### src/rtl/pattern_event_logger.sv
// Logs Y/Z detection pulses as {type, ts} records in a DEPTH-entry FIFO and keeps saturating counts of Y, Z and dropped records.
// Latency: a record pushed at a sampling edge is visible on ev_valid/ev_data from the next cycle; pop on ev_valid & ev_ready.
// Backpressure: ev_ready low holds the head stable; arrivals while full with no pop are dropped (counted, sticky overflow).
// Optional: PATTERN_EVENT_LOGGER_TIMESTAMP_EN enables the free-running timestamp; otherwise the ts field reads 0.
module pattern_event_logger #(
    parameter int DEPTH = 4,
    parameter int TS_W  = 8,
    parameter int CNT_W = 8
) (
    input  logic              clk,
    input  logic              reset,
    input  logic              y_in,
    input  logic              z_in,
    input  logic              cnt_clr,
    input  logic              ev_ready,
    output logic              ev_valid,
    output logic [TS_W+1:0]   ev_data,
    output logic [CNT_W-1:0]  y_count,
    output logic [CNT_W-1:0]  z_count,
    output logic [CNT_W-1:0]  drop_count,
    output logic              overflow
);

    localparam int PTR_W = (DEPTH > 1) ? $clog2(DEPTH) : 1;
    localparam int OCC_W = $clog2(DEPTH + 1);
    localparam logic [OCC_W-1:0] OCC_FULL = OCC_W'(DEPTH);

    logic [TS_W+1:0]  mem [DEPTH];
    logic [PTR_W-1:0] wr_ptr;
    logic [PTR_W-1:0] rd_ptr;
    logic [OCC_W-1:0] occ;
    logic [TS_W-1:0]  ts_now;
    logic [1:0]       ev_type;
    logic             rec_vld;
    logic             full;
    logic             pop;
    logic             push;
    logic             drop;

`ifdef PATTERN_EVENT_LOGGER_TIMESTAMP_EN
    logic [TS_W-1:0] ts_q;

    always_ff @(posedge clk or posedge reset) begin
        if (reset) begin
            ts_q <= '0;
        end else begin
            ts_q <= ts_q + 1'b1;
        end
    end

    assign ts_now = ts_q;
`else
    assign ts_now = '0;
`endif

    assign ev_type  = {z_in, y_in};
    assign rec_vld  = |ev_type;
    assign full     = (occ == OCC_FULL);
    assign ev_valid = (occ != '0);
    assign pop      = ev_valid & ev_ready;
    // A full FIFO still takes the arrival when the head leaves on the same edge.
    assign push     = rec_vld & (~full | pop);
    assign drop     = rec_vld & full & ~pop;
    assign ev_data  = ev_valid ? mem[rd_ptr] : '0;

    always_ff @(posedge clk) begin
        if (push) begin
            mem[wr_ptr] <= {ev_type, ts_now};
        end
    end

    always_ff @(posedge clk or posedge reset) begin
        if (reset) begin
            wr_ptr <= '0;
            rd_ptr <= '0;
            occ    <= '0;
        end else begin
            if (push) begin
                wr_ptr <= wr_ptr + 1'b1;
            end
            if (pop) begin
                rd_ptr <= rd_ptr + 1'b1;
            end
            case ({push, pop})
                2'b10:   occ <= occ + 1'b1;
                2'b01:   occ <= occ - 1'b1;
                default: occ <= occ;
            endcase
        end
    end

    // Counters saturate at all-ones; cnt_clr wins over same-cycle increments.
    always_ff @(posedge clk or posedge reset) begin
        if (reset) begin
            y_count    <= '0;
            z_count    <= '0;
            drop_count <= '0;
            overflow   <= 1'b0;
        end else if (cnt_clr) begin
            y_count    <= '0;
            z_count    <= '0;
            drop_count <= '0;
            overflow   <= 1'b0;
        end else begin
            if (y_in && !(&y_count)) begin
                y_count <= y_count + 1'b1;
            end
            if (z_in && !(&z_count)) begin
                z_count <= z_count + 1'b1;
            end
            if (drop && !(&drop_count)) begin
                drop_count <= drop_count + 1'b1;
            end
            if (drop) begin
                overflow <= 1'b1;
            end
        end
    end

endmodule

### config.mk
export PLATFORM = sky130hd
export DESIGN_NAME = pattern_event_logger
export DESIGN_NICKNAME = d
export VERILOG_FILES = /design/src/rtl/pattern_event_logger.sv
export SDC_FILE = /design/constraint.sdc
export NUM_CORES = 1
export LEC_CHECK = 0
export CAP_MARGIN = 20
export CORE_ASPECT_RATIO = 0.5
export CORE_UTILIZATION = 43
export CTS_CLUSTER_DIAMETER = 80
export DETAILED_ROUTE_END_ITERATION = 7
export DONT_BUFFER_PORTS = 1
export SETUP_SLACK_MARGIN = 0.1
export SLEW_MARGIN = 20
export SYNTH_ARGS = -nofsm -noshare
export SYNTH_HDL_FRONTEND = slang
export SYNTH_SLANG_ARGS = --single-unit
### constraint.sdc
create_clock -name clk -period 5.6 [get_ports clk]
set_clock_uncertainty 0.05 [all_clocks]
set_input_delay 0.56 -clock clk [delete_from_list [all_inputs] [get_ports clk]]
set_output_delay 0.56 -clock clk [all_outputs]
set_load 0.05 [all_outputs]
**Yosys cells after proc, flatten, opt, wreduce, memory -nomap -nowiden**

Memories as Yosys holds them, arrays and structs flattened.
Index checks and enable logic that the tools add are counted.

- Bits of input ports: 6
- Register bits: 32
- Memory bits (read-only): 0
- Word-level logic and storage cells: 53
- Memories kept: 1
- RAM bits: 8
- Latch bits: 0
- Output and inout port bits: 36

- Shift-type cells: 0
- $lt $le $gt $ge: 0
- Divide/modulo/power cells: 0
- $mul: 0
- Reductions and logical operators: 16
- Mux-type cells: 12
- $add $sub $neg: 7
- Bitwise gates (word level): 7
- Equal/unequal tests: 3

Memory list:

| memory | depth | bits a word | read ports | clocked after memory_dff | write ports | line | RTL |
|---|---|---|---|---|---|---|---|
| mem | 4 | 2 | 1 | 0 | 1 | 28 | `logic [TS_W+1:0] mem [DEPTH];` |

Operators with widths:

| operator | count |
|---|---|
| $mux 8 | 6 |
| $add 8x1->8 const B | 3 |
| $reduce_and 8->1 | 3 |
| $mux 10 | 1 |
| $reduce_bool 2->1 | 5 |
| $pmux 3 s2 | 1 |
| $add 2x1->2 const B | 2 |
| $and 1x1->1 | 4 |
| $mux 1 | 4 |
| $add 3x1->3 const B | 1 |
| $eq 3x3->1 const B | 1 |
| $logic_and 1x1->1 | 3 |
| $logic_not 1->1 | 3 |
| $reduce_bool 3->1 | 1 |
| $sub 3x1->3 const B | 1 |
| $eq 2x1->1 const B | 1 |
| $eq 2x2->1 const B | 1 |
| $not 1->1 | 2 |
| $reduce_or 2->1 | 1 |
| $or 1x1->1 | 1 |

**Depth between registers and ports, before layout**

Gate-level depths: netlist of the first run.

- Word-level depth: 7
- Mapped depth: 8
- Mapped depth without buffers: 7

**Worst setup path after synthesis of the first run**

Ideal clock, no wire load.

- Path type: reg-to-output
- Start: reg occ[2]
- End: out ev_data[8]
- Stages on the path, launching flop included: 4
- Path buffers: 1
- Setup slack: 3391 ps
- Data arrival time: 1599 ps
- Required time: 4990 ps
- Cell sequence: dfrtp_1 or3_2 clkbuf_1 and2_1

- Cells in the longest elaborated chain, start to end: 2

RTL lines:

| item | line | RTL |
|---|---|---|
| from (decl) | 31 | `logic [OCC_W-1:0] occ;` |
| from (signal assigned) | 85 | `2'b10: occ <= occ + 1'b1;` |
| from (signal assigned) | 86 | `2'b01: occ <= occ - 1'b1;` |
| $reduce_bool 3->1 | 59 | `assign ev_valid = (occ != '0);` |
| net ev_valid | 16 | `output logic ev_valid,` |
| $mux 10 | 64 | `assign ev_data = ev_valid ? mem[rd_ptr] : '0;` |
| to (decl) | 17 | `output logic [TS_W+1:0] ev_data,` |

The timed path passes the listed nets, and every way through them passes these cells.

**Final worst setup path of the first run**

- Start: reg occ[1]
- End: out ev_data[9]

The elaborated chain is that of the path after synthesis.

==> reports/results.tsv, run 1 <==
stage	metric	value	unit
drt	wirelength	3760	µm
sta	rsz0062_at_grt	no	
floorplanning	die_w	101	µm
clock_network	number_of_buffers_added_by_the_clock_tree_synthesis_step	5	
sta	setup-tns-final	0	ns
sta	period_share	42.2	%
grt	groute.layer.met2.usage	26.6	%
drt	drt_drc_violations_left	0	
clock_network	insertion_delay	0.29	ns
clock_network	cts.sink_count	40	
sta	setup-violations-final	0	
finish	layout_commonest_cell	sky130_fd_sc_hd__dfrtp_1	
critical_path	reg2reg_depth	7	
run_status	outcome	complete, no violations	
critical_path	worst_ep_arrival_time	1.76	ns
power	static-leakage-power	0.907	nW
yosys	synth-seq-cells	40	
drt	drt_pre_antenna_iters	4	
power	power_density	373	nW/µm²
worst_hold_path	hold_class	input pin to asynchronous set/reset pin	
finish	antenna_cells_inserted	0	
clock_network	path_clk_slew	0.07	ns
critical_path	critPathKind	flip-flop to output pin	
critical_path	worstReg2RegEnd	occ[2]	
finish	most_frequent_cells_in_the_layout	sky130_fd_sc_hd__dfrtp_1, sky130_fd_sc_hd__nor2_1, sky130_fd_sc_hd__a21oi_1	
finish	synthToLayoutAreaGrowth	3.47	%
yosys	ys.flop_type	sky130_fd_sc_hd__dfrtp_1	
critical_path	critical_path_required	4.99	ns
yosys	post_synth_instance_area	2130	µm²
floorplanning	placeableCoreArea	4570	µm²
finish	nets	212	
grt	first_pass_grt_wire_length	6480	µm
placed_design	dp_hpwl	2600	µm
sta	finalHoldViolCount	0	
yosys	ys.warnings.count	0	
drt	initialDrtViolationCount	40	
grt	groute.usage.overall	16.6	%
clock_network	cts_max_level	2	
clock_network	post_cts_sizing_count	0	
clock_network	cts_post_setup_buffers_inserted	0	
yosys	syn_inst	198	
drt	via_cell_ratio	5.37	
placed_design	place_inst	257	
floorplanning	start_util	46.5	%
placed_design	count_of_port_buffers_added_during_placement	0	
grt	first_global_vias	1395	
critical_path	timing.critical_path.from	occ[1]	
critical_path	timing.rr.start	occ[1]	
grt	grt_start_max_net_pins	33	
yosys	synth_edf_count	8	
critical_path	path_max_fanout	5	
floorplanning	chipHeight	51.7	µm
yosys	fraction_of_synthesis_flops_using_an_asynchronous_set_or_reset_pin	80.0	%
clock_network	cts.path.max_buffers	2	
drt	routed-via-count	1422	
grt	globalRouteOverflowTotal	0	
clock_network	cell_at_the_root_of_the_clock_tree	sky130_fd_sc_hd__clkbuf_8	
clock_network	cts_tree	yes	
sta	relSlewSlack	57.6	%
grt	grt.met1_usage	20.9	%
critical_path	timing.critical_path.from_type	flip-flop	
finish	finish.cell_count_without_fillers	265	
floorplanning	i_o_pin_cnt	42	
flow_run	max-cap-violations	0	
yosys	yosysUniqueCellTypes	40	
critical_path	worst-r2r-setup-slack	3.50	ns
drt	antenna_left	0	
sta	report.final.slew_viol_count	0	
grt	grt_util_met3	6.05	%
yosys	synth_seq_area_share	49.0	%
sta	final_period_minus_worst_setup_slack	2.37	ns
sta	worst_pin_slew	0.631	ns
power	peakVddDrop	0.213	mV
grt	grt_antenna_before_repair	0	
drt	routed_wire_length_per_instance	14.2	µm
finish	drive_gt1_share	7.04	%
sta	fmax	423	MHz
yosys	avgSynthCellArea	10.7	µm²
grt	grt-busiest-layer	met2	
floorplanning	dieArea	5250	µm²
placed_design	place.gp.congestion	0.749	
critical_path	critPathCaptureType	output pin	
floorplanning	row_count	17	
critical_path	crit_path_end	ev_data[9]	
clock_network	number_of_hold_buffers_added_after_cts	0	
==> report_power, final <==
group	internal, mW	leakage, nW	total, mW	switching (mW)
clock network	0.0875	0.0422	0.184	0.0966
logic	0.0824	0.363	0.226	0.143
registers	0.348	0.502	0.411	0.0627
total	0.518	0.907	0.820	0.303
==> layer usage <==
| metal | part of all wire [%] | vias to the layer above |
|---|---|---|
| li1 | - | 697 |
| met1 | 49 | 676 |
| met2 | 44 | 43 |
| met3 | 6.2 | 6 |
| met4 | 0.90 | 0 |
| met5 | 0 | - |
==> logic make-up after synthesis <==
logic type / count (synthesis) / share of synthesized area [%]
and+or+nand+nor: 71 / 19.0
adders and majority gates: 8 / 5.06
DFF: 40 / 49.0
muxes: 6 / 4.00
other: 1 / 0.176
AOI/OAI and AO/OA: 35 / 10.3
xor gates and xnor gates: 12 / 4.94
buffers and inverters: 25 / 7.59
==> flip-flops by register name, indices dropped and copies added, names as in the netlist <==
| name | count |
|---|---|
| rd_ptr | 2 |
| overflow | 1 |
| mem | 8 |
| y_count | 8 |
| occ | 3 |
| wr_ptr | 2 |
| drop_count | 8 |
| z_count | 8 |
==> synthesized netlist by cell type (2+ instances only) <==
cell type                  count  area [µm²]
sky130_fd_sc_hd__dfrtp_1      32         801
sky130_fd_sc_hd__nor2_1       16        60.1
sky130_fd_sc_hd__a21oi_1      14        70.1
sky130_fd_sc_hd__nand3_1      13        65.1
sky130_fd_sc_hd__inv_1        10        37.5
sky130_fd_sc_hd__o21ai_0       9        45.0
sky130_fd_sc_hd__buf_4         8        60.1
sky130_fd_sc_hd__edfxtp_1      8         240
sky130_fd_sc_hd__xnor2_1       8        70.1
sky130_fd_sc_hd__ha_1          7        87.6
sky130_fd_sc_hd__and2_1        6        37.5
sky130_fd_sc_hd__nand2_1       6        22.5
sky130_fd_sc_hd__nor3_1        6        30.0
sky130_fd_sc_hd__and4_1        5        43.8
sky130_fd_sc_hd__clkbuf_1      4        15.0
sky130_fd_sc_hd__mux2i_1       4        40.0
sky130_fd_sc_hd__nand4_1       4        25.0
sky130_fd_sc_hd__xor2_1        4        35.0
sky130_fd_sc_hd__o31ai_1       3        22.5
sky130_fd_sc_hd__or3_1         3        18.8
sky130_fd_sc_hd__or4_1         3        22.5
sky130_fd_sc_hd__a311oi_1      2        17.5
sky130_fd_sc_hd__a31oi_1       2        12.5
sky130_fd_sc_hd__and3_1        2        12.5
sky130_fd_sc_hd__mux4_2        2        45.0
sky130_fd_sc_hd__nor2b_1       2        12.5
sky130_fd_sc_hd__nor4_1        2        12.5
==> worst min-delay path by stage <==
stage | start | to | slack, ns | depth (start not counted)
floorplan | rd_ptr[1] | rd_ptr[1] | 0.43 | 1
CTS | reset | z_count[1] | 0.21 | 2
global placement | occ[2] | occ[2] | 0.45 | 1
finish | reset | drop_count[1] | 0.19 | 2
detailed placement | occ[2] | occ[2] | 0.46 | 1
global route | reset | drop_count[1] | 0.24 | 2
==> critical path, cell delays in order, from the launching register on <==
cell                      delay, ns
sky130_fd_sc_hd__dfrtp_1       0.43
sky130_fd_sc_hd__or3_2         0.65
sky130_fd_sc_hd__and2_1        0.38
==> metrics by stage <==
| step | hold slack [ns] | setup slack [ns] | power [mW] | area [µm²] | utilization (%) |
|---|---|---|---|---|---|
| floorplan | 0.431 | 3.39 | 0.624 | 2150 | - |
| global placement | 0.450 | 3.53 | 0.641 | 2120 | 46.3 |
| detailed placement | 0.459 | 3.51 | 0.644 | 2120 | 46.3 |
| CTS | 0.206 | 3.23 | 0.830 | 2200 | 48.1 |
| global route | 0.244 | 3.19 | 0.871 | 2200 | 48.1 |
| finish | 0.190 | 3.23 | 0.820 | 2200 | 48.1 |
==> layout make-up <==
type                            instances  area (µm²)
Multi-Input combinational cell        140         950
Inverter                               10        37.5
Timing Repair Buffer                    1        7.51
Tap cell                               66        82.6
Fill cell                             443        2370
Sequential cell                        40        1040
Clock buffer                            7        76.3
Clock inverter                          1        5.00
Power figures use the tool's default switching activity.
==> run 2, diff against run 1 <==
==> constraint.sdc (replaced) <==
create_clock -name clk -period 2.1 [get_ports clk]
set_clock_uncertainty 0.05 [all_clocks]
set_input_delay 0.21 -clock clk [delete_from_list [all_inputs] [get_ports clk]]
set_output_delay 0.21 -clock clk [all_outputs]
set_load 0.05 [all_outputs]
==> run 2 against run 1 <==
Against the previous run:
- power increased to 2.9 times the previous value
- clock power rose to 3.3 times the previous value
- final cell count grew 12%
- hold slack worse by 0.17 ns
- via count rose by 8.2%
- largest cell class unchanged
- largest power group unchanged
==> reports/results.tsv, run 2 (same netlist as run 1, synthesis figures left out) <==
stage	metric	value	unit	change
critical_path	slowest_delay	0.51	ns	was 0.65 ns
critical_path	critical_path_required	2.25	ns	was 4.99 ns
drt	routed_wire_length_per_instance	14.5	µm	was 14.2 µm
sta	setup-tns-final	0	ns	unchanged
critical_path	worstPathCellList	nor4b_4 -> o221ai_4 -> or4_1 -> a21oi_1		was or3_2 -> and2_1
critical_path	timing.rr.start	occ[0]		was occ[1]
critical_path	worstReg2RegEnd	drop_count[5]		was occ[2]
finish	synthToLayoutAreaGrowth	18.1	%	was 3.47%
run_status	outcome	complete, no violations		unchanged
clock_network	cts.sink_count	40		unchanged
grt	groute.usage.overall	18.5	%	was 16.6%
finish	finish.cell_count_without_fillers	298		was 265
drt	drt_pre_antenna_iters	4		unchanged
clock_network	cell_at_the_root_of_the_clock_tree	sky130_fd_sc_hd__clkbuf_8		unchanged
critical_path	path_max_fanout	12		was 5
sta	relSlewSlack	41.8	%	was 57.6%
worst_hold_path	hold_class	input pin to flip-flop		was input pin to asynchronous set/reset pin
floorplanning	i_o_pin_cnt	42		unchanged
sta	finalHoldViolCount	0		unchanged
power	power_density	960	nW/µm²	was 373 nW/µm²
clock_network	cts_max_level	2		unchanged
drt	routed-via-count	1539		was 1422
worst_hold_path	worst_hold_path.endpoint	drop_count[6]		
critical_path	worst-r2r-setup-slack	0.18	ns	was 3.50 ns
placed_design	count_of_port_buffers_added_during_placement	0		unchanged
drt	antenna_left	0		unchanged
floorplanning	chipHeight	51.7	µm	unchanged
floorplanning	start_util	46.5	%	unchanged
finish	most_frequent_cells_in_the_layout	sky130_fd_sc_hd__dfrtp_1, sky130_fd_sc_hd__buf_4, sky130_fd_sc_hd__nor2_1		was sky130_fd_sc_hd__dfrtp_1, sky130_fd_sc_hd__nor2_1, sky130_fd_sc_hd__a21oi_1
power	static-leakage-power	1.09	nW	was 0.907 nW
sta	report.final.slew_viol_count	0		unchanged
drt	via_cell_ratio	5.16		was 5.37
clock_network	number_of_buffers_added_by_the_clock_tree_synthesis_step	5		unchanged
flow_run	max-cap-violations	0		unchanged
drt	drt_drc_violations_left	0		unchanged
placed_design	place_worst_setup_slack	0.164	ns	was 3.51 ns
finish	nets	245		was 212
placed_design	dp_hpwl	3090	µm	was 2600 µm
finish	utilization	54.9	%	was 48.1%
worst_hold_path	hold_depth	2		
placed_design	place.gp.congestion	0.768		was 0.749
finish	layout_commonest_cell	sky130_fd_sc_hd__dfrtp_1		unchanged
sta	hold_slack	0.0242	ns	was 0.190 ns
clock_network	cts_tree	yes		unchanged
placed_design	place_inst	283		was 257
drt	initialDrtViolationCount	45		was 40
sta	fmax	521	MHz	
power	design_power_total	2.41	mW	was 820 µW
grt	first_global_vias	1547		was 1395
critical_path	critPathKind	flip-flop to flip-flop		was flip-flop to output pin
floorplanning	dieArea	5250	µm²	unchanged
power	peakVddDrop	0.545	mV	was 0.213 mV
sta	period_share	91.4	%	
critical_path	worstPathBufferInverterCount	0		unchanged
finish	antenna_cells_inserted	0		unchanged
drt	wirelength	4330	µm	was 3760 µm
sta	setup-violations-final	0		unchanged
sta	rsz0062_at_grt	yes		was no
grt	first_pass_grt_wire_length	7370	µm	was 6480 µm
worst_hold_path	hp-start	cnt_clr		
sta	worst_pin_slew	0.870	ns	was 0.631 ns
sta	worst_slack	0.181	ns	was 3.23 ns
clock_network	path_clk_slew	0.08	ns	was 0.07 ns
critical_path	critical-path-slowest-cell	sky130_fd_sc_hd__or4_1		was sky130_fd_sc_hd__or3_2
clock_network	cts.path.max_buffers	2		unchanged
critical_path	critPathCaptureType	flip-flop		was output pin
sta	final_period_minus_worst_setup_slack	1.92	ns	
finish	drive_gt1_share	20.3	%	was 7.04%
finish	final_area	2510	µm²	was 2200 µm²
grt	grt_start_max_net_pins	33		unchanged
critical_path	timing.critical_path.from_type	flip-flop		unchanged
clock_network	insertion_delay	0.28	ns	was 0.29 ns
floorplanning	row_count	17		unchanged
critical_path	worst_ep_arrival_time	2.07	ns	was 1.76 ns
critical_path	cp_top_family	simple AND/OR/NAND/NOR gates		unchanged
placed_design	place_area	2310	µm²	was 2120 µm²
floorplanning	die_w	101	µm	unchanged
critical_path	reg2reg_depth	4		was 7
grt	grt_antenna_before_repair	0		unchanged
grt	globalRouteOverflowTotal	0		unchanged
floorplanning	placeableCoreArea	4570	µm²	unchanged
==> run 2: worst max path at each step <==
stage	from	endpoint	slack, ns	cells after the start
detailed placement	occ[1]	drop_count[5]	0.16	4
CTS	occ[2]	ev_data[9]	0.13	3
finish	occ[0]	drop_count[5]	0.18	4
global placement	occ[2]	occ[2]	0.27	7
global route	occ[0]	drop_count[5]	0.09	4
floorplan	occ[2]	occ[2]	0.13	8
==> run 2: area by class of cell <==
cell class | count | area, µm²
Fill cell | 422 | 2060
Tap cell | 66 | 82.6
Sequential cell | 40 | 1040
Clock inverter | 3 | 37.5
Timing Repair Buffer | 34 | 265
Clock buffer | 5 | 68.8
Multi-Input combinational cell | 140 | 978
Inverter | 10 | 37.5
==> run 2: what timing repair did <==
item                       4_1_cts  5_1_grt
cloned                           0        0
resized for setup                2        4
pin swaps                        0        2
hold endpoints to repair        63        0
hold buffers                     4        0
buffers inserted                 0        3
setup endpoints to repair        2        5
==> run 2: metal layers <==
metal | track usage [%] | vias up | wire length (µm) | part of all wire, %
met3 | 5.65 | 2 | 255 | 5.9
met2 | 30.3 | 33 | 2010 | 46
met1 | 24.9 | 746 | 2050 | 47
met4 | 2.90 | 0 | 14 | 0.32
li1 | - | 758 | - | -
met5 | 0 | - | 0 | 0
==> run 2: power breakdown <==
part	total [mW]	switching (mW)	leakage (nW)	internal [mW]
combinational	0.756	0.461	0.538	0.295
sequential	1.05	0.122	0.502	0.929
clock	0.603	0.256	0.0532	0.346
total	2.41	0.840	1.09	1.57
==> run 2: worst reg2reg max path, stage by stage, from the launching register on <==
cell,delay (ns)
sky130_fd_sc_hd__dfrtp_1,0.46
sky130_fd_sc_hd__nor4b_4,0.40
sky130_fd_sc_hd__o221ai_4,0.25
sky130_fd_sc_hd__or4_1,0.51
sky130_fd_sc_hd__a21oi_1,0.16
==> run 3, diff against run 2 <==
--- a/config.mk
+++ b/config.mk
@@ -5,7 +5,7 @@
 export SDC_FILE = /design/constraint.sdc
 export NUM_CORES = 1
 export LEC_CHECK = 0
-export CAP_MARGIN = 20
+export CAP_MARGIN = 40
 export CORE_ASPECT_RATIO = 0.5
 export CORE_UTILIZATION = 43
 export CTS_CLUSTER_DIAMETER = 80
==> run 3 against run 2 <==
Against the previous run:
- critical path type unchanged
- critical endpoint unchanged
- die area is the same
- combinational power up 0.7%
- clock power hardly changed
- sequential share of layout area hardly changed
==> reports/results.tsv, run 3 (same netlist as run 1, synthesis figures left out) <==
stage	metric	value	unit	change
run_status	outcome	complete, no violations		unchanged
floorplanning	placeableCoreArea	4570	µm²	unchanged
sta	period_share	90.6	%	was 91.4%
power	design_power_total	2.41	mW	about the same
finish	layout_commonest_cell	sky130_fd_sc_hd__dfrtp_1		unchanged
clock_network	number_of_buffers_added_by_the_clock_tree_synthesis_step	5		unchanged
drt	wirelength	4300	µm	was 4330 µm
finish	drive_gt1_share	19.8	%	was 20.3%
power	clock_power_share	25.0	%	about the same
power	power.sequential.fraction	43.5	%	was 43.6%
power	static-leakage-power	1.10	nW	was 1.09 nW
critical_path	critPathCaptureType	flip-flop		unchanged
flow_run	max-cap-violations	0		unchanged
worst_hold_path	hold_depth	2		unchanged
drt	via_cell_ratio	5.20		was 5.16
sta	setup-violations-final	0		unchanged
grt	groute.usage.overall	18.5	%	unchanged
sta	worst_pin_slew	0.673	ns	was 0.870 ns
grt	grt_start_max_net_pins	33		unchanged
placed_design	dp_hpwl	3090	µm	unchanged
critical_path	reg2reg_depth	4		unchanged
placed_design	count_of_port_buffers_added_during_placement	0		unchanged
critical_path	timing.critical_path.from_type	flip-flop		unchanged
clock_network	cell_at_the_root_of_the_clock_tree	sky130_fd_sc_hd__clkbuf_8		unchanged
grt	first_pass_grt_wire_length	7370	µm	unchanged
finish	most_frequent_cells_in_the_layout	sky130_fd_sc_hd__dfrtp_1, sky130_fd_sc_hd__buf_4, sky130_fd_sc_hd__nor2_1		unchanged
power	pwr-share-comb	31.5	%	was 31.4%
finish	finish.cell_count_without_fillers	298		unchanged
sta	worst_slack	0.198	ns	was 0.181 ns
sta	rsz0062_at_grt	yes		unchanged
drt	routed-via-count	1550		was 1539
placed_design	place.gp.congestion	0.768		unchanged
power	power_report.internal_total	1.58	mW	was 1.57 mW
critical_path	worst_ep_arrival_time	2.06	ns	was 2.07 ns
critical_path	critical_path_required	2.26	ns	was 2.25 ns
finish	nets	245		unchanged
critical_path	path_max_fanout	12		unchanged
power	power_density	961	nW/µm²	was 960 nW/µm²
sta	finalHoldViolCount	0		unchanged
power	switching_power	838	µW	was 840 µW
drt	routed_wire_length_per_instance	14.4	µm	was 14.5 µm
grt	globalRouteOverflowTotal	0		unchanged
drt	drt_pre_antenna_iters	4		unchanged
grt	first_global_vias	1547		unchanged
sta	report.final.slew_viol_count	0		unchanged
placed_design	place_inst	283		unchanged
floorplanning	i_o_pin_cnt	42		unchanged
floorplanning	chipHeight	51.7	µm	unchanged
grt	grt_antenna_before_repair	0		unchanged
sta	fmax	526	MHz	was 521 MHz
floorplanning	row_count	17		unchanged
sta	setup-tns-final	0	ns	unchanged
drt	antenna_left	0		unchanged
clock_network	cts.sink_count	40		unchanged
floorplanning	start_util	46.5	%	unchanged
drt	drt_drc_violations_left	0		unchanged
clock_network	path_clk_slew	0.08	ns	about the same
finish	antenna_cells_inserted	0		unchanged
floorplanning	dieArea	5250	µm²	unchanged
worst_hold_path	hold_class	input pin to flip-flop		unchanged
clock_network	insertion_delay	0.28	ns	about the same
placed_design	place_worst_setup_slack	0.164	ns	unchanged
clock_network	cts_tree	yes		unchanged
power	power.switching_fraction	34.7	%	was 34.9%
critical_path	critPathKind	flip-flop to flip-flop		unchanged
drt	initialDrtViolationCount	43		was 45
sta	final_period_minus_worst_setup_slack	1.90	ns	was 1.92 ns
power	peakVddDrop	0.638	mV	was 0.545 mV
sta	hold_slack	0.0242	ns	about the same
clock_network	cts.path.max_buffers	2		unchanged
clock_network	cts_max_level	2		unchanged
finish	synthToLayoutAreaGrowth	18.2	%	was 18.1%
floorplanning	die_w	101	µm	unchanged
sta	relSlewSlack	54.8	%	was 41.8%
==> run 3: cell types whose count changed in the layout (fill, tap and decap cells not counted) <==
| cell | before | now |
|---|---|---|
| sky130_fd_sc_hd__or3_4 | 1 | 0 |
| sky130_fd_sc_hd__and2_2 | 2 | 0 |
| sky130_fd_sc_hd__and2_4 | 0 | 2 |
| sky130_fd_sc_hd__buf_4 | 30 | 29 |
| sky130_fd_sc_hd__nand3_1 | 12 | 13 |
| sky130_fd_sc_hd__nand3_2 | 1 | 0 |
| sky130_fd_sc_hd__or3_2 | 0 | 1 |
| sky130_fd_sc_hd__buf_8 | 0 | 1 |
==> run 3: path summary, 6_finish.rpt <==
kind,from,slack (ns),endpoint
min in group asynchronous,reset,0.40,z_count[0]
max in group asynchronous,reset,1.30,y_count[7]
setup reg to reg,occ[0],0.20,drop_count[5]
hold reg to reg,rd_ptr[1],0.47,rd_ptr[1]
setup / recovery,occ[0],0.20,drop_count[5]
hold / removal,cnt_clr,0.02,drop_count[6]
==> run 3: timing repair <==
item / 4_1_cts / 5_1_grt
hold buffers: 4 / 0
endpoints found under the hold margin: 63 / 0
pin swaps: 0 / 2
gates resized for setup: 2 / 4
setup buffers: 0 / 2
gates cloned: 0 / 0
endpoints found under the setup margin: 2 / 5
==> run 3: per-layer routing <==
layer	vias to the layer above	routed length, µm	global-route usage (%)
li1	759	-	-
met2	37	1990	30.3
met4	0	25	2.90
met5	-	0	0
met3	4	265	5.65
met1	750	2020	24.9
==> run 3: cell type report <==
cell class | count | area (µm²)
Fill cell | 421 | 2060
Sequential cell | 40 | 1040
Multi-Input combinational cell | 140 | 972
Timing Repair Buffer | 34 | 273
Tap cell | 66 | 82.6
Clock buffer | 5 | 68.8
Clock inverter | 3 | 37.5
Inverter | 10 | 37.5
==> run 3: stage by stage <==
| step | util [%] | area, µm² |
|---|---|---|
| CTS | 53.8 | 2460 |
| detailed placement | 50.6 | 2310 |
| global route | 54.9 | 2510 |
| floorplan | - | 2160 |
| global placement | 50.6 | 2310 |
| finish | 54.9 | 2510 |
==> run 3: power groups by stage <==
stage               Combinational [mW]  Sequential [mW]  Clock, mW
floorplan                        0.592             1.09          0
global route                     0.840             1.07      0.661
detailed placement               0.690             1.07          0
CTS                              0.715             1.05      0.615
global placement                 0.679             1.06          0
finish                           0.761             1.05      0.602
==> run 3: worst max-delay path, stage by stage (launching register included) <==
cell                       delay, ns
sky130_fd_sc_hd__dfrtp_1        0.45
sky130_fd_sc_hd__nor4b_4        0.40
sky130_fd_sc_hd__o221ai_4       0.25
sky130_fd_sc_hd__or4_1          0.51
sky130_fd_sc_hd__a21oi_1        0.16
